--- src/rtl/prbs15_descrambler.sv ---
// prbs15_descrambler
// ------------------
// Receive-side descrambler for the x^15 + x^14 + 1 scrambler. It acquires the
// keystream from a scrambled all-zero training stream (SEARCH), confirms the
// prediction over VERIFY_BITS consecutive bits (VERIFY), then descrambles
// payload beats (LOCKED). Beats move under a valid/ready handshake with a
// single registered output stage.
//
// Bit 0 of every beat is the earliest bit on the line, and all DW bits of an
// accepted beat are processed in the accept cycle.
//
// Build option: define PRBS15_SYNC_FAIL_CNT_EN to add the sync_fail_cnt output.
// It is a saturating count of VERIFY->SEARCH drops and SEARCH zero-state
// rejections.

module prbs15_descrambler #(
    parameter int DW          = 8,   // bits per beat, 1..16
    parameter int VERIFY_BITS = 32   // matches needed for lock, 1..255
) (
    input  logic          clk,
    input  logic          rst_n,
    input  logic [DW-1:0] in_data,
    input  logic          in_valid,
    output logic          in_ready,
    output logic [DW-1:0] out_data,
    output logic          out_valid,
    input  logic          out_ready,
    input  logic          resync,
    output logic          locked,
    output logic [1:0]    state_o
`ifdef PRBS15_SYNC_FAIL_CNT_EN
    ,
    output logic [7:0]    sync_fail_cnt
`endif
);

    typedef enum logic [1:0] {
        ST_SEARCH = 2'd0,
        ST_VERIFY = 2'd1,
        ST_LOCKED = 2'd2
    } state_t;

    // Value of the match counter on the last of VERIFY_BITS consecutive matches.
    localparam logic [7:0] VFY_LAST = 8'(VERIFY_BITS - 1);
    // Value of the search counter on the 15th shifted-in bit.
    localparam logic [3:0] SRCH_LAST = 4'd14;

    // Registered state.
    state_t        r_state;
    logic [14:0]   r_lfsr;
    logic [3:0]    r_srch_cnt;
    logic [7:0]    r_vfy_cnt;
    logic [DW-1:0] r_out_data;
    logic          r_out_valid;
    logic          r_locked;
`ifdef PRBS15_SYNC_FAIL_CNT_EN
    logic [7:0]    r_fail_cnt;
`endif

    // Next-state values after walking all bits of the current beat.
    state_t        w_nxt_state;
    logic [14:0]   w_nxt_lfsr;
    logic [3:0]    w_nxt_srch_cnt;
    logic [7:0]    w_nxt_vfy_cnt;
    logic [DW-1:0] w_beat_out;
    logic          w_key;
`ifdef PRBS15_SYNC_FAIL_CNT_EN
    logic [7:0]    w_nxt_fail_cnt;
`endif

    logic          w_accept;
    logic          w_beat_locked;

    // The output stage can take a new beat when it is empty or draining now.
    assign in_ready      = !r_out_valid || out_ready;
    assign w_accept      = in_valid && in_ready;
    // Only a beat that starts in LOCKED is descrambled in full and produces output.
    assign w_beat_locked = (r_state == ST_LOCKED);

    assign out_data  = r_out_data;
    assign out_valid = r_out_valid;
    assign locked    = r_locked;
    assign state_o   = r_state;
`ifdef PRBS15_SYNC_FAIL_CNT_EN
    assign sync_fail_cnt = r_fail_cnt;
`endif

    // Bit-serial walk over one beat: state can change between bits of the same beat.
    always_comb begin
        // NOTE: every target gets a default first so no latch is inferred; the
        // loop then uses blocking updates on purpose, so each bit sees the
        // result of the bit before it inside the same cycle.
        w_nxt_state    = r_state;
        w_nxt_lfsr     = r_lfsr;
        w_nxt_srch_cnt = r_srch_cnt;
        w_nxt_vfy_cnt  = r_vfy_cnt;
        w_beat_out     = '0;
        w_key          = 1'b0;
`ifdef PRBS15_SYNC_FAIL_CNT_EN
        w_nxt_fail_cnt = r_fail_cnt;
`endif
        for (int i = 0; i < DW; i++) begin
            w_key = w_nxt_lfsr[14] ^ w_nxt_lfsr[13];
            case (w_nxt_state)
                ST_SEARCH: begin
                    // Load the raw line bit. Training data is all zero, so the
                    // line carries the keystream itself.
                    w_nxt_lfsr = {w_nxt_lfsr[13:0], in_data[i]};
                    if (w_nxt_srch_cnt == SRCH_LAST) begin
                        w_nxt_srch_cnt = '0;
                        if (w_nxt_lfsr != '0) begin
                            w_nxt_state   = ST_VERIFY;
                            w_nxt_vfy_cnt = '0;
                        end else begin
                            // The all-zero register is the LFSR lock-up state,
                            // so the window is rejected and the search restarts.
`ifdef PRBS15_SYNC_FAIL_CNT_EN
                            if (w_nxt_fail_cnt != 8'hFF) begin
                                w_nxt_fail_cnt = w_nxt_fail_cnt + 8'd1;
                            end
`endif
                        end
                    end else begin
                        w_nxt_srch_cnt = w_nxt_srch_cnt + 4'd1;
                    end
                end
                ST_VERIFY: begin
                    w_nxt_lfsr = {w_nxt_lfsr[13:0], w_key};
                    if (in_data[i] != w_key) begin
                        w_nxt_state    = ST_SEARCH;
                        w_nxt_srch_cnt = '0;
                        w_nxt_vfy_cnt  = '0;
`ifdef PRBS15_SYNC_FAIL_CNT_EN
                        if (w_nxt_fail_cnt != 8'hFF) begin
                            w_nxt_fail_cnt = w_nxt_fail_cnt + 8'd1;
                        end
`endif
                    end else if (w_nxt_vfy_cnt == VFY_LAST) begin
                        // Any remaining bits of this beat still advance the
                        // LFSR in LOCKED, but the beat produces no output.
                        w_nxt_state   = ST_LOCKED;
                        w_nxt_vfy_cnt = '0;
                    end else begin
                        w_nxt_vfy_cnt = w_nxt_vfy_cnt + 8'd1;
                    end
                end
                ST_LOCKED: begin
                    w_beat_out[i] = in_data[i] ^ w_key;
                    w_nxt_lfsr    = {w_nxt_lfsr[13:0], w_key};
                end
                default: begin
                    // Unused encoding: fall back to acquisition.
                    w_nxt_state    = ST_SEARCH;
                    w_nxt_srch_cnt = '0;
                    w_nxt_vfy_cnt  = '0;
                end
            endcase
        end
    end

    // Acquisition state, LFSR and counters; resync restarts the search but keeps the LFSR.
    always_ff @(posedge clk or negedge rst_n) begin
        // NOTE: sequential state uses non-blocking assignments only.
        if (!rst_n) begin
            r_state    <= ST_SEARCH;
            r_lfsr     <= '0;
            r_srch_cnt <= '0;
            r_vfy_cnt  <= '0;
            r_locked   <= 1'b0;
        end else if (resync) begin
            // resync wins over a beat accepted in the same cycle, and that beat is dropped.
            r_state    <= ST_SEARCH;
            r_srch_cnt <= '0;
            r_vfy_cnt  <= '0;
            r_locked   <= 1'b0;
        end else if (w_accept) begin
            r_state    <= w_nxt_state;
            r_lfsr     <= w_nxt_lfsr;
            r_srch_cnt <= w_nxt_srch_cnt;
            r_vfy_cnt  <= w_nxt_vfy_cnt;
            r_locked   <= (w_nxt_state == ST_LOCKED);
        end
    end

    // Single output register: load on a locked beat, hold under backpressure.
    always_ff @(posedge clk or negedge rst_n) begin
        if (!rst_n) begin
            r_out_data  <= '0;
            r_out_valid <= 1'b0;
        end else if (resync) begin
            r_out_valid <= 1'b0;
        end else if (w_accept) begin
            r_out_valid <= w_beat_locked;
            if (w_beat_locked) begin
                r_out_data <= w_beat_out;
            end
        end else if (out_ready) begin
            r_out_valid <= 1'b0;
        end
    end

`ifdef PRBS15_SYNC_FAIL_CNT_EN
    // Saturating sync-failure counter; resync leaves it untouched.
    always_ff @(posedge clk or negedge rst_n) begin
        if (!rst_n) begin
            r_fail_cnt <= '0;
        end else if (w_accept && !resync) begin
            r_fail_cnt <= w_nxt_fail_cnt;
        end
    end
`endif

endmodule
--- config.mk ---
export PLATFORM = sky130hd
export DESIGN_NAME = prbs15_descrambler
export DESIGN_NICKNAME = d
export VERILOG_FILES = /design/src/rtl/prbs15_descrambler.sv
export SDC_FILE = /design/constraint.sdc
export NUM_CORES = 1
export LEC_CHECK = 0
export ABC_AREA = 1
export ABC_CLOCK_PERIOD_IN_PS = 9200
export CORE_ASPECT_RATIO = 0.75
export CORE_MARGIN = 4
export CORE_UTILIZATION = 50
export CTS_BUF_LIST = sky130_fd_sc_hd__clkbuf_2
export CTS_CLUSTER_DIAMETER = 120
export DETAILED_ROUTE_END_ITERATION = 7
export PLACE_DENSITY = 0.67
export SLEW_MARGIN = 10
export SYNTH_ARGS = -nofsm -noshare
export SYNTH_HDL_FRONTEND = slang
export SYNTH_SLANG_ARGS = --single-unit
export TNS_END_PERCENT = 30
--- constraint.sdc ---
create_clock -name clk -period 9.2 [get_ports clk]
set_input_delay 0.92 -clock clk [delete_from_list [all_inputs] [get_ports clk]]
set_output_delay 0.92 -clock clk [all_outputs]
set_load 0.02 [all_outputs]
Word level (Yosys, flattened, before mapping):

Cells that the tools add are included.

* $add $sub $neg: 16
* eq/ne operators: 41
* mux-type cells: 130
* bitwise logic cells: 17
* reductions and logical operators: 31

Operators by type and width (number)
* $mux W8: 34
* $pmux W15 S2: 8
* $pmux W8 S3: 8
* $reduce_bool A15 Y1: 8
* $pmux W4 S3: 8
* $mux W4: 18
* $mux W2: 34
* $add A8 B1 Y8 const B: 8
* $eq A8 B5 Y1 const B: 8
* $pmux W2 S3: 8
* $add A4 B1 Y4 const B: 8
* $eq A4 B4 Y1 const B: 8
* $eq A2 B2 Y1 const B: 9
* $eq A2 B1 Y1 const B: 8
* $logic_not A2 Y1: 8
* $reduce_or A2 Y1: 8
* $xor A1 B1 Y1: 16
* $mux W1: 12
* $ne A1 B1 Y1: 8
* $reduce_and A3 Y1: 1
* $reduce_bool A3 Y1: 1
* $reduce_and A2 Y1: 1
* $reduce_bool A2 Y1: 1
* $logic_and A1 B1 Y1: 1
* other kinds (3): 3

* flip-flop bits (word level): 39
* bits of input ports: 13
* output and inout bits: 13
* logic and storage cells: 242

Logic depth before layout (Yosys ltp):

Gate-level depths: netlist of the first run.

* word-level depth: 35
* mapped depth: 80
* depth with buffers taken out: 80

Worst setup path after synthesis of the first run:

No wires, ideal clock.

* path type: input -> register
* start: input in_data[0]
* end: register r_locked, in the netlist locked
* library setup time: 0.066 ns
* arrival time: 10.200 ns
* required time: 9.134 ns
* slack: -1.066 ns
* stages on the path: 61
* path buffers: 6
* path through: nor2_1 -> nand2_1 -> nor2_1 -> nand2_1 -> nand2_1 -> nand2_1 -> nor2_1 -> o31ai_1 -> inv_1 -> ha_1 -> inv_1 -> buf_2 -> buf_1 -> o311ai_0 -> inv_1 -> ha_1 -> clkinv_1 -> o21ai_0 -> [25 not listed] -> nand2_1 -> nand2_1 -> nand2_1 -> inv_1 -> a21oi_1 -> inv_1 -> ha_1 -> o21ai_0 -> clkbuf_1 -> o22ai_1 -> nor4_1 -> nand2_1 -> o21ai_1 -> a21oi_4 -> o21ai_0 -> nand3_1 -> a21o_1 -> nand2_1

* cells in the longest elaborated chain, start to end: 35
* elaborated cells between the ends (all ways): 177
* those cells by class: 12 x add/sub; 36 x eq/ne; 102 x mux; 6 x bitwise; 21 x reduce/logical

RTL lines
* from (decl): line 22 `input logic [DW-1:0] in_data,`
* $reduce_bool A15 Y1: line 111 `if (w_nxt_lfsr != '0) begin`
* $mux W8: line 111
* $mux W8: line 109 `if (w_nxt_srch_cnt == SRCH_LAST) begin`
* $pmux W8 S3: line 104 `case (w_nxt_state)`
* $add A8 B1 Y8 or $eq A8 B5 Y1 (tied branches): line 144, 138
* $mux W8: line 138 `end else if (w_nxt_vfy_cnt == VFY_LAST) begin`
* $mux W8: line 129 `if (in_data[i] != w_key) begin`
* $pmux W8 S3: line 104
* [19 not listed]
* $pmux W8 S3: line 104
* $eq A8 B5 Y1: line 138
* $mux W2: line 138
* $mux W2: line 129
* $pmux W2 S3 *: line 104
* $eq A2 B2 Y1 *: line 181 `r_locked <= (w_nxt_state == ST_LOCKED);`
* $mux W1 *: line 176 `end else if (w_accept) begin`
* $mux W1 *: line 170 `end else if (resync) begin`
* to (signal assigned): line 181
* to (decl): line 55 `logic r_locked;`

Every way passes the cells marked *; elsewhere a longest branch is shown, timed or not. The select of a mux whose other input is x is not followed.
A chain may end at the register's enable or synchronous reset.

Final worst setup path of the first run:

* start: input in_data[0]
* end: register r_vfy_cnt[0]

* cells in the longest elaborated chain, start to end: 34
* elaborated cells between the ends (all ways): 177
* those cells by class: 13 x add/sub; 35 x eq/ne; 102 x mux; 6 x bitwise; 21 x reduce/logical

RTL lines
* $reduce_bool A15 Y1: line 111
* $mux W8: line 111
* $mux W8: line 109
* $pmux W8 S3: line 104
* $add A8 B1 Y8 or $eq A8 B5 Y1 (tied branches): line 144, 138
* $mux W8: line 138
* $mux W8: line 129
* $pmux W8 S3: line 104
* [18 not listed]
* $mux W8: line 129
* $pmux W8 S3: line 104
* $add A8 B1 Y8 or $eq A8 B5 Y1 (tied branches): line 144, 138
* $mux W8: line 138
* $mux W8: line 129
* $pmux W8 S3 *: line 104
* $mux W8 *: line 176
* $mux W8 *: line 170
* to (signal assigned): line 180 `r_vfy_cnt <= w_nxt_vfy_cnt;`
* to (decl): line 52 `logic [7:0] r_vfy_cnt;`

Marked as above.

==> impl_metrics.yaml, run 1 <==
status:
  outcome: "complete, no violations"
sta:
  fin_worst_skew_ns: 0.06810
  fmax_ghz: 0.1130
  hold_viol: 0
  final.period_utilization_pct: 96.22
  rsz0062_at_grt: "true"
  tightestPinTransition_ns: 1.072
  slew_violations: 0
  fin_crit_ns: 8.852
  setup_violations: 0
  slew_headroom_pct: 28.56
  whs_ns: 0.5274
placement:
  gp_congestion: 1.039
  post-dp-hpwl_um: 24850
  port_buffers: 25
  dpl_cell_area_um2: 12010
die:
  fp.dieW_um: 158.9
  die_area_um2: 19260
  die_h_um: 121.2
  core_um2: 16770
  num_rows: 41
  io_pins: 26
  initial_utilization_pct: 50.91
synthesis:
  synth_area_um2: 8539
  synth.top_cell.area_share_pct: 17.10
  synth.yosys.warnings: 0
  synth_edf_count: 0
  synth_most_common_cell: "nand2_1"
  synth_nets: 1561
  synth.largest_area_cell: "nand2_1"
  avgSynthCellArea_um2: 5.723
  synth_area_leaders: "nand2_1 (17%), dfrtp_1 (11%), inv_1 (11%)"
  ys_types: 59
  yosys_most_used_dff: "dfrtp_1"
  synth-async-reset-ratio_pct: 100.0
  ys_ff_latch: 39
  ys_seq_area_share_pct: 11.43
  syn_inst: 1492
  netlist_top_cells_count: "nand2_1 (389), inv_1 (245), nor2_1 (111)"
global_route:
  gr-usage-all-layers_pct: 30.84
  grt_pass1_vias: 10490
  grt_pass1_wl_um: 50000
  grt-ovfl-total: 0
  antenna_found_initial: 1
  grt_max_degree: 40
clock_network:
  cts-root-buf: "clkbuf_2"
  clockBufferDepth: 2
  cts_tree: "yes"
  htree_num_levels: 2
  insertion_delay_ns: 0.50
  cts_buffers: 5
  postCtsHoldBufs: 0
  numClockSinks: 39
  clk_pin_slew_ns: 0.26
cells_and_area:
  design_area_um2: 12990
  area_delta_synth_final_pct: 52.07
  nets: 2007
  nFillCells: 1290
  layout-drive-gt1-share_pct: 37.13
setup_path:
  worstSetupStartpointType: "primary input"
  cp_slowest_stage_delay_ns: 0.34
  reg2reg_from: "r_lfsr[3]"
  cp_slowest_cell: "o311ai_2"
  reg2regPathDepth: 66
  r2r_setup_slack_ns: 0.40
  cp_top_family: "simple AND/OR/NAND/NOR gates"
  worstPathMaxFanout: 6
  cp_num_buf_inv: 21
  crit_path_end_kind: "register"
  worstSetupPathType: "primary input to register"
  cp.arrival_ns: 9.23
  reg2reg_to: "r_vfy_cnt[0]"
  worst_ep_required_time_ns: 9.58
  cp_common_cell: "inv_1"
flow_run:
  drv_cap: 0
drt:
  post_drt_wl_per_cell_um: 14.94
  first_pass_iters: 5
  num_vias: 11620
  routed_wl_um: 32200
  drc_errors: 0
  viasPerCell: 5.391
  ant_nets: 0
  drtIter0Drc: 1012
worst_hold_path:
  worstHoldEndpoint: "locked"
  holdPathStages: 2
  hold_path_class: "register to register"
  min_from: "locked"
-- tightest hold or removal path, cell delays in order, from the launching register on --
cell     delay, ns
dfrtp_1       0.42
nand2_1       0.06
nand2_1       0.05
-- final cells by class --
type | instances | area, um2 | share of cell area (%)
multi-input combinational | 1133 | 6852 | 52.76
sequential | 39 | 980.9 | 7.554
timing repair buffer | 478 | 3717 | 28.63
clock inverter | 3 | 71.32 | 0.5492
inverter | 281 | 1069 | 8.228
tap | 215 | 269.0 | 2.071
antenna | 1 | 2.502 | 0.01927
clock buffer | 5 | 25.02 | 0.1927
-- placed cells by master (no fill, tap or decap), drive strengths merged, types with 10 or more instances in the layout --
| master | synthesis | final |
|---|---|---|
| ha | 56 | 56 |
| o21ai | 89 | 89 |
| nand2 | 427 | 427 |
| dfrtp | 39 | 39 |
| o31ai | 10 | 10 |
| a21oi | 79 | 79 |
| nor2 | 135 | 136 |
| nor3 | 11 | 11 |
| o22ai | 94 | 94 |
| clkdlybuf4s50 | 0 | 23 |
| nand4 | 29 | 29 |
| inv | 271 | 272 |
| xor2 | 16 | 16 |
| nand3 | 118 | 118 |
| nor4 | 12 | 12 |
| buf | 17 | 453 |
-- per-stage QoR --
stage                      TNS [ns]  util (%)  instances  worst slack (ns)
after floorplan           -0.003180         -       1492         -0.003180
after global placement       -15.61     71.59       2104           -0.7167
after detailed placement     -20.97     71.59       2104           -0.8600
after CTS                         0     72.73       2118           0.05920
after global routing         -6.074     77.41       2155           -0.3648
final                             0     77.41       2155            0.3482
-- kinds of logic after synthesis --
logic type	synth area share [%]
buf+inv	14.51
xor+xnor	2.154
flops	11.43
fa+ha+maj	8.205
compound gates	23.58
simple gates	40.13
-- sequential cells by signal (all words and copies together), names as in the netlist --
| name | flops |
|---|---|
| out_data | 8 |
| r_srch_cnt | 4 |
| locked | 1 |
| r_lfsr | 15 |
| out_valid | 1 |
| r_vfy_cnt | 8 |
| state_o | 2 |
-- metal layers --
metal,global-route usage (%),wire length [um],up-vias
met5,0,0,-
met4,4.661,632,0
met3,4.890,2431,53
met2,50.86,14470,422
met1,43.74,14670,5342
li1,-,-,5800
-- worst max-delay path by stage --
| stage | start | end | depth (start not counted) |
|---|---|---|---|
| after floorplan | in_data[0] | r_lfsr[13] | 57 |
| final | in_data[0] | r_vfy_cnt[0] | 67 |
| after global routing | in_data[0] | r_vfy_cnt[7] | 75 |
| after detailed placement | in_data[0] | r_vfy_cnt[0] | 66 |
| after CTS | r_srch_cnt[0] | r_vfy_cnt[7] | 71 |
| after global placement | in_data[0] | r_vfy_cnt[0] | 63 |
-- what timing repair did --
action | 4_1_cts | 5_1_grt
endpoints found under the setup margin | 30 | 31
gates resized for setup | 17 | 150
buffers inserted | 5 | 31
gates cloned | 1 | 5
pin swaps | 9 | 66
Power of run 1 is left out: the tool's default activity adds up to more than one toggle a clock period on the data nets, which glitch-free logic cannot reach.
==> inputs of run 2 (changes only) <==
--- a/config.mk
+++ b/config.mk
@@ -8,7 +8,6 @@
 export ABC_AREA = 1
 export ABC_CLOCK_PERIOD_IN_PS = 9200
 export CORE_ASPECT_RATIO = 0.75
-export CORE_MARGIN = 4
 export CORE_UTILIZATION = 50
 export CTS_BUF_LIST = sky130_fd_sc_hd__clkbuf_2
 export CTS_CLUSTER_DIAMETER = 120
==> impl_metrics.yaml, run 2 (synthesis results as in run 1) <==
setup_path:
  cp_slowest_cell: "dfrtp_1"
  cp_slowest_stage_delay_ns: 0.48
  worstSetupPathType: "register to register"
  startpoint: "r_lfsr[14]"
  worstPathMaxFanout: 7
  reg2reg_from: "r_lfsr[14]"
  crit_path_end_kind: "register"
  worst_ep_required_time_ns: 9.54
  cp_common_cell: "buf_4"
  cp.arrival_ns: 9.40
  worstSetupStartpointType: "register"
die:
  die_area_um2: 17610
  initial_utilization_pct: 52.18
  io_pins: 26
  fp.dieW_um: 152.9
  num_rows: 40
  core_um2: 16370
  die_h_um: 115.2
cells_and_area:
  layout_common_cells: "buf_4 (453), nand2_1 (377), inv_1 (220), nand3_1 (99), nor2_1 (97)"
  nets: 2025
  layout-drive-gt1-share_pct: 38.63
  n_antenna_cell: 0
  largest_reg_flops: 15
  area_delta_synth_final_pct: 55.21
  design_area_um2: 13250
  regMostFlops: "r_lfsr"
  layout_commonest_cell: "buf_4"
placement:
  post-dp-hpwl_um: 24650
  port_buffers: 25
  dpl_cell_area_um2: 11960
  pre_cts_ws_ns: -0.9402
  gp_congestion: 1.035
status:
  outcome: "finished, violations left"
  violations: "design-rule violations"
flow_run:
  drv_cap: 0
clock_network:
  insertion_delay_ns: 0.52
  cts_tree: "yes"
  htree_num_levels: 2
  postCtsHoldBufs: 0
  cts_buffers: 5
  cts-root-buf: "clkbuf_2"
  clk_pin_slew_ns: 0.35
  clockBufferDepth: 2
  numClockSinks: 39
sta:
  final.period_utilization_pct: 98.46
  rsz0062_at_grt: "true"
  setup_violations: 0
  fin_ws_ns: 0.1421
  fin_worst_skew_ns: 0.09811
  slew_violations: 0
  slew_headroom_pct: 29.86
  hold_viol: 0
  tightestPinTransition_ns: 1.052
  fmax_ghz: 0.1104
  fin_crit_ns: 9.058
global_route:
  antenna_found_initial: 0
  grt_pass1_vias: 10510
  grt_max_degree: 40
  gr-usage-all-layers_pct: 34.48
  grt_pass1_wl_um: 49540
  grt-ovfl-total: 0
drt:
  routed_wl_um: 33820
  post_drt_wl_per_cell_um: 15.61
  num_vias: 12080
  drtIter0Drc: 1193
  first_pass_iters: 8
  viasPerCell: 5.575
  ant_nets: 0
  drc_errors: 1
worst_hold_path:
  hold_path_class: "primary input to asynchronous set/reset pin"
## run 2: final timing paths
| kind | to | slack, ns | depth (start not counted) |
|---|---|---|---|
| worst max-delay path | r_vfy_cnt[0] | 0.14 | 65 |
| worst min-delay path | out_data[5] | 0.51 | 1 |
| worst max register to register | r_vfy_cnt[0] | 0.14 | 65 |
| worst min register to register | locked | 0.53 | 2 |
| max in group asynchronous | r_vfy_cnt[0] | 7.86 | 1 |
| min in group clk | locked | 0.53 | 2 |
## run 2: per-stage QoR
| step | cells | util (%) | hold WS, ns | TNS, ns |
|---|---|---|---|---|
| after floorplan | 1492 | - | 0.4930 | -0.003180 |
| after global placement | 2092 | 73.10 | 0.4655 | -16.32 |
| after detailed placement | 2092 | 73.10 | 0.4773 | -20.70 |
| after CTS | 2114 | 75.01 | 0.5306 | 0 |
| after global routing | 2167 | 80.99 | 0.5603 | -4.676 |
| final | 2167 | 80.99 | 0.5071 | 0 |
## run 2: metal layers
metal / share of wire [%] / track usage, %
met1: 42 / 46.70
met4: 2.8 / 9.226
met5: 0 / 0
met2: 46 / 56.79
met3: 9.5 / 5.993
## run 2: repair_timing
item,CTS,global route
setup endpoints to repair,28,31
cloned,2,4
gates resized for setup,35,158
buffers inserted,12,49
pin swaps,20,71
endpoints found under the hold margin,0,0
## run 2: cell type report
cell class / instances / area, um2
fillers: 1166 / 3112
clock buffers: 5 / 25.02
inverters: 281 / 1066
well taps: 210 / 262.8
clock inverters: 3 / 71.32
flip-flops and latches: 39 / 978.4
multi-input cells: 1132 / 6955
repair buffers: 497 / 3895
## run 2: critical path, delay by kind of cell, from the launching register on
family	cells	cell delay, ns
AOI/OAI and AO/OA	16	2.46
adders and majority gates	5	1.08
buffers and inverters	23	2.51
DFF	1	0.48
and+or+nand+nor	21	2.33
Power of run 2 is left out for the same reason.
